**src/rtl/voice_alloc.sv**
```systemverilog
// Polyphonic voice allocator: table search then osc-select / wav / freq write sequence to the generator; VOICE_STEAL_EN enables round-robin stealing.
// Latency: event accepted at T0, osc_sel at T65, wav pulse T66, freq pulse T67 (note-off T66), ready again T68; panic takes 2*NUM_VOICES cycles.
// Backpressure: o_note_ready is high only in IDLE without a panic request; events are held off for the whole sequence.
module voice_alloc #(
    parameter int  NUM_VOICES = 64,
    parameter int  FREQ_W     = 24,
    localparam int OSC_W      = $clog2(NUM_VOICES)
) (
    input  logic              i_clk48,
    input  logic              i_rst48_n,
    input  logic              i_note_valid,
    output logic              o_note_ready,
    input  logic              i_note_on,
    input  logic [6:0]        i_note,
    input  logic [FREQ_W-1:0] i_freq,
    input  logic [7:0]        i_wav,
    input  logic              i_all_off,
    output logic [OSC_W-1:0]  o_osc_sel,
    output logic [FREQ_W-1:0] o_t_freq,
    output logic              o_tf_valid,
    output logic [7:0]        o_wav_sel,
    output logic              o_ws_valid,
    output logic              o_drop,
    output logic [OSC_W:0]    o_active_cnt
);

    localparam logic [2:0] IDLE      = 3'd0;
    localparam logic [2:0] SEARCH    = 3'd1;
    localparam logic [2:0] SEL       = 3'd2;
    localparam logic [2:0] WAV       = 3'd3;
    localparam logic [2:0] FREQ      = 3'd4;
    localparam logic [2:0] PANIC_SEL = 3'd5;
    localparam logic [2:0] PANIC_WR  = 3'd6;

    localparam logic [OSC_W-1:0] LAST = OSC_W'(NUM_VOICES - 1);

    logic [2:0]                  state;
    logic [OSC_W-1:0]            idx;
    logic                        lat_on;
    logic [6:0]                  lat_note;
    logic [FREQ_W-1:0]           lat_freq;
    logic [7:0]                  lat_wav;
    logic                        free_found;
    logic [OSC_W-1:0]            free_idx;
    logic                        match_found;
    logic [OSC_W-1:0]            match_idx;
    logic                        sel_go;
    logic                        sel_inc;
    logic [NUM_VOICES-1:0]       active;
    logic [NUM_VOICES-1:0][6:0]  notes;
`ifdef VOICE_STEAL_EN
    logic [OSC_W-1:0]            steal_ptr;
`endif

    logic             cur_act;
    logic             cur_match;
    logic             fin_match;
    logic [OSC_W-1:0] fin_midx;
    logic             fin_free;
    logic [OSC_W-1:0] fin_fidx;
    logic             enter_freq;

    assign o_note_ready = (state == IDLE) && !i_all_off;

    // Final search result folds in the entry being scanned this cycle.
    assign cur_act    = active[idx];
    assign cur_match  = cur_act && (notes[idx] == lat_note);
    assign fin_match  = match_found || cur_match;
    assign fin_midx   = match_found ? match_idx : idx;
    assign fin_free   = free_found || !cur_act;
    assign fin_fidx   = free_found ? free_idx : idx;
    assign enter_freq = (state == WAV) || ((state == SEL) && sel_go && !lat_on);

    always_ff @(posedge i_clk48 or negedge i_rst48_n) begin
        if (!i_rst48_n) begin
            state        <= IDLE;
            idx          <= '0;
            lat_on       <= 1'b0;
            lat_note     <= '0;
            lat_freq     <= '0;
            lat_wav      <= '0;
            free_found   <= 1'b0;
            free_idx     <= '0;
            match_found  <= 1'b0;
            match_idx    <= '0;
            sel_go       <= 1'b0;
            sel_inc      <= 1'b0;
            active       <= '0;
            notes        <= '0;
            o_osc_sel    <= '0;
            o_t_freq     <= '0;
            o_tf_valid   <= 1'b0;
            o_wav_sel    <= '0;
            o_ws_valid   <= 1'b0;
            o_drop       <= 1'b0;
            o_active_cnt <= '0;
`ifdef VOICE_STEAL_EN
            steal_ptr    <= '0;
`endif
        end else begin
            o_tf_valid <= 1'b0;
            o_ws_valid <= 1'b0;
            o_drop     <= 1'b0;
            case (state)
                IDLE: begin
                    if (i_all_off) begin
                        state     <= PANIC_SEL;
                        idx       <= '0;
                        o_osc_sel <= '0;
                    end else if (i_note_valid) begin
                        state       <= SEARCH;
                        idx         <= '0;
                        lat_on      <= i_note_on;
                        lat_note    <= i_note;
                        lat_freq    <= i_freq;
                        lat_wav     <= i_wav;
                        free_found  <= 1'b0;
                        match_found <= 1'b0;
                    end
                end
                SEARCH: begin
                    idx <= idx + 1'b1;
                    if (!free_found && !cur_act) begin
                        free_found <= 1'b1;
                        free_idx   <= idx;
                    end
                    if (!match_found && cur_match) begin
                        match_found <= 1'b1;
                        match_idx   <= idx;
                    end
                    if (idx == LAST) begin
                        state   <= SEL;
                        sel_go  <= 1'b0;
                        sel_inc <= 1'b0;
                        if (fin_match) begin
                            o_osc_sel <= fin_midx;
                            sel_go    <= 1'b1;
                        end else if (lat_on && fin_free) begin
                            o_osc_sel <= fin_fidx;
                            sel_go    <= 1'b1;
                            sel_inc   <= 1'b1;
                        end else if (lat_on) begin
`ifdef VOICE_STEAL_EN
                            o_osc_sel <= steal_ptr;
                            steal_ptr <= steal_ptr + 1'b1;
                            sel_go    <= 1'b1;
`else
                            o_drop    <= 1'b1;
`endif
                        end
                    end
                end
                SEL: begin
                    if (!sel_go) begin
                        state <= IDLE;
                    end else if (lat_on) begin
                        state      <= WAV;
                        o_wav_sel  <= lat_wav;
                        o_ws_valid <= 1'b1;
                    end else begin
                        state <= FREQ;
                    end
                end
                WAV:  state <= FREQ;
                FREQ: state <= IDLE;
                PANIC_SEL: begin
                    state      <= PANIC_WR;
                    o_t_freq   <= '0;
                    o_tf_valid <= 1'b1;
                    active[idx] <= 1'b0;
                    notes[idx]  <= '0;
                    if (active[idx])
                        o_active_cnt <= o_active_cnt - 1'b1;
                end
                PANIC_WR: begin
                    if (idx == LAST) begin
                        state <= IDLE;
                        idx   <= '0;
`ifdef VOICE_STEAL_EN
                        steal_ptr <= '0;
`endif
                    end else begin
                        state     <= PANIC_SEL;
                        idx       <= idx + 1'b1;
                        o_osc_sel <= idx + 1'b1;
                    end
                end
                default: state <= IDLE;
            endcase

            // Shared by note-on (from WAV) and note-off (straight from SEL).
            if (enter_freq) begin
                o_t_freq          <= lat_on ? lat_freq : '0;
                o_tf_valid        <= 1'b1;
                active[o_osc_sel] <= lat_on;
                if (lat_on)
                    notes[o_osc_sel] <= lat_note;
                if (lat_on && sel_inc)
                    o_active_cnt <= o_active_cnt + 1'b1;
                else if (!lat_on)
                    o_active_cnt <= o_active_cnt - 1'b1;
            end
        end
    end

endmodule

```
**config.mk**
```make
export PLATFORM = sky130hd
export DESIGN_NAME = voice_alloc
export DESIGN_NICKNAME = d
export VERILOG_FILES = /design/src/rtl/voice_alloc.sv
export SDC_FILE = /design/constraint.sdc
export NUM_CORES = 1
export LEC_CHECK = 0
export CAP_MARGIN = 5
export CORE_MARGIN = 3
export CORE_UTILIZATION = 65
export DETAILED_ROUTE_END_ITERATION = 6
export PLACE_DENSITY = 0.83
export SLEW_MARGIN = 20
export SYNTH_ARGS = -nofsm -noshare
export SYNTH_HDL_FRONTEND = slang
export SYNTH_SLANG_ARGS = --single-unit
```
**constraint.sdc**
```tcl
create_clock -name i_clk48 -period 7.3 [get_ports i_clk48]
set_clock_uncertainty 0.1 [all_clocks]
set_input_delay 2.19 -clock i_clk48 [delete_from_list [all_inputs] [get_ports i_clk48]]
set_output_delay 2.19 -clock i_clk48 [all_outputs]
set_load 0.02 [all_outputs]
```
==> summary.md, run 1 <==
| Metric | Value |
|---|---|
| Cell area after layout | `33,300 um^2` |
| Register area share after synthesis | `0.523` |
| IO Count | `93` |
| # rows | `77` |
| Sequential share of power | `0.409` |
| Most common cell after layout, fill and taps aside | `nand2_1` |
| Wirelength, routed | `98.7 mm` |
| Worst-case clock buffer depth | `3` |
| Area delta synth->final | `11.3%` |
| Post-synth EDFFs | `0` |
| Max-Cap Viols | `0` |
| Worst-margin pin slew | `1.29 ns` |
| # H-tree levels | `3` |
| Synth Instances | `2,992` |
| Tcrit/Tclk final | `0.854` |
| WP data arrival | `3.94 ns` |
| Average size of a mapped cell | `10.0 um^2` |
| Setup violations, final | `0` |
| Pwr per Cell Area | `336 nW/um^2` |
| Vias/cell | `7.07` |
| Antenna violations before repair | `2` |
| Die Y | `221 um` |
| Required time worst endpoint | `5.01 ns` |
| Crit. End Element | `output pin` |
| Max rail drop VDD | `311 uV` |
| Vias in the first global route | `25,159` |
| NetSw | `4.11 mW` |
| Leak pwr | `13.9 nW` |
| First-pass GRT wire length | `151 mm` |
| Period minus WS final | `6.23 ns` |
| Commonest non-fill, non-tap cells in the layout | `853 x nand2_1, 615 x dfrtp_1, 386 x o21ai_0, 133 x a22o_1, 99 x nor2_1` |
| Residual DRC | `0` |
| Clock sink total | `625` |
| Total gr overflow | `0` |
| Clock power share | `0.313` |
| Final #Nets | `3,026` |
| Cts repair resizes | `0` |
| Final design utilization | `0.743` |
| Switching portion of total power | `0.368` |
| Dpl hpwl | `62.3 mm` |
| Port Buffers | `92` |
| CTS clk-pin slew, worst paths | `0.06 ns` |
| CTS tree | `built` |
| Total CTS buffers | `66` |
| Top FF cell, synth | `dfrtp_1` |
| Total internal power | `7.07 mW` |
| Max FO, Critical Path | `4` |
| Synth cell types | `82` |
| Clock Latency Late Sink | `0.63 ns` |
| Largest net degree at the start of global routing | `137` |
| Total die area | `48,600 um^2` |
| Slew headroom | `0.136` |
| CTS hold repair buffers | `0` |
| Via count | `25,614` |
| Gate power share | `0.278` |
| Worst Hold Class | `flop to flop` |
| Startpoint Class | `input port` |
| Die X | `221 um` |
| Outcome | `finished, final reports clean` |
| RSZ-0062 raised after global routing | `no` |
| Slew Limit Fails | `0` |
| DRT iter0 DRCs | `3,840` |
| Clock Root Buffer | `clkbuf_16` |
| GRT Resource Usage Total | `0.411` |
| Post-CTS Setup Repair Bufs | `0` |
| Yosys reg bits | `625` |
| Core area | `44,800 um^2` |
| Hold Vio Cnt, Final | `0` |
| Fin Setup TNS | `0 ns` |
| Post-route ant nets | `0` |
| YS warnings | `0` |
| Min-delay src | `lat_freq[1]$_DFFE_PN0P_` |
| Reg2reg start | `idx[1]$_DFFE_PN0P_` |
| Synthesized area | `29,900 um^2` |
| Crit path from | `i_all_off` |
| Fmax | `160 MHz` |
| Layout cell share with drive strength beyond 1 | `0.127` |
| Syn Nets | `3,039` |
| Async SR Flop Fraction | `1.00` |
| Placed inst area | `31,100 um^2` |
| Routability congestion estimate | `1.03` |
| Worst Path Class, Setup | `input port to output pin` |
| Initial core utilization | `0.668` |
| Drt first pass iters | `6` |
| Avg WL per Cell | `27.2 um` |
-- area by class of cell --
cell class              count  area, um^2
clock inverters            23         355
diodes                      1        2.50
inverters                  19        71.3
clock buffers              98        1870
well taps                 592         741
repair buffers            133        1300
flip-flops and latches    625       15700
multi-input cells        2134       13300
fillers                  2946       11500
-- worst max-delay path: stages --
cell	delay, ns
clkdlybuf4s50_1	0.48
nor4_1	0.52
clkdlybuf4s50_1	0.75
-- per-stage QoR --
stage	worst slack (ns)	power [mW]	hold WS (ns)	cells
floorplan	2.13	6.41	0.350	2992
global placement	1.30	7.45	0.366	3503
detailed placement	1.21	7.57	0.378	3503
CTS	1.11	11.0	0.393	3624
global route	1.09	11.5	0.413	3624
finish	1.07	11.2	0.394	3625
-- cells by family after synthesis --
group           synth area share
fa+ha+maj                0.00125
simple gates               0.154
mux                        0.114
flops                      0.523
compound gates             0.169
xor+xnor                 0.00351
buf+inv                   0.0347
-- routing by layer --
layer  share of wire  global-route usage  vias to the layer above
li1                -                   -                    10585
met2            0.44               0.611                     1894
met5         0.00020                   0                        -
met1            0.36               0.547                    12701
met3            0.13               0.121                      430
met4           0.070               0.232                        4
-- registers in the layout, summed over array words and instances, names as in the netlist --
name,cells
lat_note,7
match_idx,6
o_ws_valid,1
match_found,1
lat_on,1
idx,6
notes,448
lat_freq,24
state,3
o_active_cnt,7
sel_go,1
o_tf_valid,1
free_found,1
active,64
lat_wav,8
o_wav_sel,8
o_t_freq,24
o_osc_sel,6
o_drop,1
sel_inc,1
free_idx,6
-- power by group through the flow --
stage / registers [mW] / clock network, mW / logic [mW]
finish: 4.58 / 3.50 / 3.11
global placement: 4.56 / 0 / 2.89
detailed placement: 4.59 / 0 / 2.98
global route: 4.63 / 3.65 / 3.22
floorplan: 4.31 / 0 / 2.10
CTS: 4.55 / 3.49 / 3.00
-- Yosys cell counts, types with 23 or more instances --
cell	number	share of area
a22o_1	133	0.039
mux2i_1	69	0.023
dfrtp_1	625	0.52
nor3_1	33	0.0055
o21ai_0	386	0.065
mux2_2	75	0.028
nor2_1	100	0.013
nand2_1	854	0.11
mux4_2	79	0.059
o22ai_1	23	0.0048
clkbuf_1	168	0.021
nand3_1	31	0.0052
a21oi_1	53	0.0089
a31o_2	51	0.015
-- path summary, 6_finish.rpt --
check | endpoint | slack [ns] | cells after the start
min | o_t_freq[1]$_DFFE_PN0P_ | 0.39 | 1
max reg2reg | o_osc_sel[4]$_DFFE_PN0P_ | 2.47 | 10
max | o_note_ready | 1.07 | 3
max in group asynchronous | notes[76]$_DFF_PN0_ | 4.13 | 2
min in group asynchronous | notes[175]$_DFF_PN0_ | 1.56 | 1
min reg2reg | o_t_freq[1]$_DFFE_PN0P_ | 0.39 | 1
No activity file was read; power rests on OpenSTA's default activity.
==> run 2: changes to the inputs <==
--- a/config.mk
+++ b/config.mk
@@ -8,8 +8,11 @@
 export CAP_MARGIN = 5
 export CORE_MARGIN = 3
 export CORE_UTILIZATION = 65
+export CTS_BUF_LIST = sky130_fd_sc_hd__clkbuf_4 sky130_fd_sc_hd__clkbuf_8
 export DETAILED_ROUTE_END_ITERATION = 6
+export HOLD_SLACK_MARGIN = 0.15
 export PLACE_DENSITY = 0.83
+export RECOVER_POWER = 50
 export SLEW_MARGIN = 20
 export SYNTH_ARGS = -nofsm -noshare
 export SYNTH_HDL_FRONTEND = slang
==> run 2 against run 1 <==
The flow now finishes with violations (design-rule violations, max-capacitance violations, max-slew violations). Sequential power about the same. Critical endpoint is now o_osc_sel[3]$_DFFE_PN0P_. Cell count rose by 1.6%. Cell area fell by 0.41%. Routed wire length down 1.3%.
==> summary.md, run 2 (synthesized netlist as in run 1, its figures left out) <==
| Metric | Value |
|---|---|
| Outcome | `finished with violations` |
| Failing checks | `design-rule violations, max-capacitance violations, max-slew violations` |
| Final Non-Filler Cells | `3,683` |
| Slew headroom | `-1.04` |
| Initial core utilization | `0.668` |
| Pwr per Cell Area | `330 nW/um^2` |
| CTS hold repair buffers | `0` |
| Port Buffers | `92` |
| Cts repair resizes | `0` |
| CTS tree | `built` |
| Worst-margin pin slew | `3.06 ns` |
| Routability congestion estimate | `1.03` |
| Wirelength, routed | `97.5 mm` |
| Final design utilization | `0.740` |
| Max reg flops | `448` |
| Reg2reg start | `idx[2]$_DFFE_PN0P_` |
| Startpoint Class | `flop` |
| Crit path max-delay family | `flip-flops` |
| Hold Vio Cnt, Final | `0` |
| Clock Root Buffer | `clkbuf_8` |
| DRT iter0 DRCs | `3,874` |
| Die X | `221 um` |
| Min-delay src | `lat_freq[6]$_DFFE_PN0P_` |
| Largest net degree at the start of global routing | `137` |
| Most flop-heavy register | `notes` |
| R2R setup slack | `0.93 ns` |
| Placed cells | `3,503` |
| Post-route ant nets | `0` |
| Area delta synth->final | `10.9%` |
| Commonest non-fill, non-tap cells in the layout | `853 x nand2_1, 616 x dfrtp_1, 386 x o21ai_0, 133 x a22o_1, 129 x clkbuf_8` |
| Clock Latency Late Sink | `0.75 ns` |
| Max rail drop VDD | `305 uV` |
| Tcrit/Tclk final | `0.873` |
| Max FO, Critical Path | `59` |
| Fin Setup TNS | `0 ns` |
| Biggest regs | `notes: 448 flops, active: 64 flops` |
| Hold path depth | `1` |
| Drt first pass iters | `7` |
| Die Y | `221 um` |
| Avg WL per Cell | `26.5 um` |
| Slowest CP cell | `dfrtp_1` |
| Total die area | `48,600 um^2` |
| Residual DRC | `4` |
| Total CTS buffers | `101` |
| Worst Path Class, Setup | `flop to flop` |
| Final #Nets | `3,061` |
| CTS clk-pin slew, worst paths | `0.07 ns` |
| Vias in the first global route | `25,387` |
| Required time worst endpoint | `7.84 ns` |
| Worst-case clock buffer depth | `3` |
| WP data arrival | `6.91 ns` |
| Max-Cap Viols | `9` |
| Period minus WS final | `6.37 ns` |
| GRT Resource Usage Total | `0.408` |
| Layout cell share with drive strength beyond 1 | `0.149` |
| Most common cell after layout, fill and taps aside | `nand2_1` |
| Stages on worst setup path | `10` |
| # rows | `77` |
| Core area | `44,800 um^2` |
| Slew Limit Fails | `601` |
| IO Count | `93` |
| Total gr overflow | `0` |
| Reg-to-reg endpoint | `o_osc_sel[3]$_DFFE_PN0P_` |
| Worst path cell trace | `buf_4 > nor4b_1 > a221o_1 > a211oi_1 > a22o_1 > a21oi_1 > nor4_4 > nand3_2 > a21o_1 > a22oi_1` |
| Dpl hpwl | `62.3 mm` |
| Fmax | `157 MHz` |
| Vias/cell | `6.93` |
| Worst reg2reg path depth | `10` |
| Clock sink total | `625` |
| # H-tree levels | `3` |
| RSZ-0062 raised after global routing | `no` |
| First-pass GRT wire length | `150 mm` |
| Antenna violations before repair | `1` |
| Worst Hold Class | `flop to flop` |
| Via count | `25,539` |
| WP buf/inv | `1` |
| Slowest cell delay on critical path | `2.40 ns` |
| Hold Path End | `o_t_freq[6]$_DFFE_PN0P_` |
| Setup violations, final | `0` |
| Crit. End Element | `flop` |
| Post-CTS Setup Repair Bufs | `0` |
| Leak pwr | `14.0 nW` |
## run 2: power breakdown
part	internal (mW)	switching, mW	total (mW)	leakage, nW
clock	1.79	1.46	3.25	1.16
sequential	3.95	0.625	4.57	8.59
combinational	1.11	2.00	3.10	4.22
total	6.85	4.09	10.9	14.0
## run 2: layout make-up
cell class | instances | area (um^2)
inverters | 19 | 71.3
multi-input cells | 2134 | 13300
well taps | 592 | 741
diodes | 1 | 2.50
clock buffers | 162 | 2020
repair buffers | 133 | 1230
clock inverters | 17 | 139
fillers | 3040 | 11600
flip-flops and latches | 625 | 15700
## run 2: metal layers
metal	track usage	part of all wire
met1	0.537	0.36
met2	0.596	0.44
met3	0.133	0.13
met4	0.243	0.071
met5	0	0.00013
## run 2: worst max path at each step
| stage | start | slack (ns) | to |
|---|---|---|---|
| finish | idx[2]$_DFFE_PN0P_ | 0.93 | o_osc_sel[3]$_DFFE_PN0P_ |
| global route | i_rst48_n | 0.73 | lat_note[4]$_DFFE_PN0P_ |
| CTS | i_all_off | 1.18 | o_note_ready |
| detailed placement | i_all_off | 1.21 | o_note_ready |
| global placement | i_all_off | 1.30 | o_note_ready |
| floorplan | i_all_off | 2.13 | o_note_ready |
## run 2: metrics by stage
stage / worst slack, ns / hold WS (ns) / total power [mW] / cell area [um^2]
finish: 0.928 / 0.389 / 10.9 / 33200
global route: 0.729 / 0.412 / 11.3 / 33200
CTS: 1.18 / 0.394 / 10.8 / 33200
detailed placement: 1.21 / 0.378 / 7.57 / 31100
global placement: 1.30 / 0.366 / 7.45 / 31000
floorplan: 2.13 / 0.350 / 6.41 / 29900
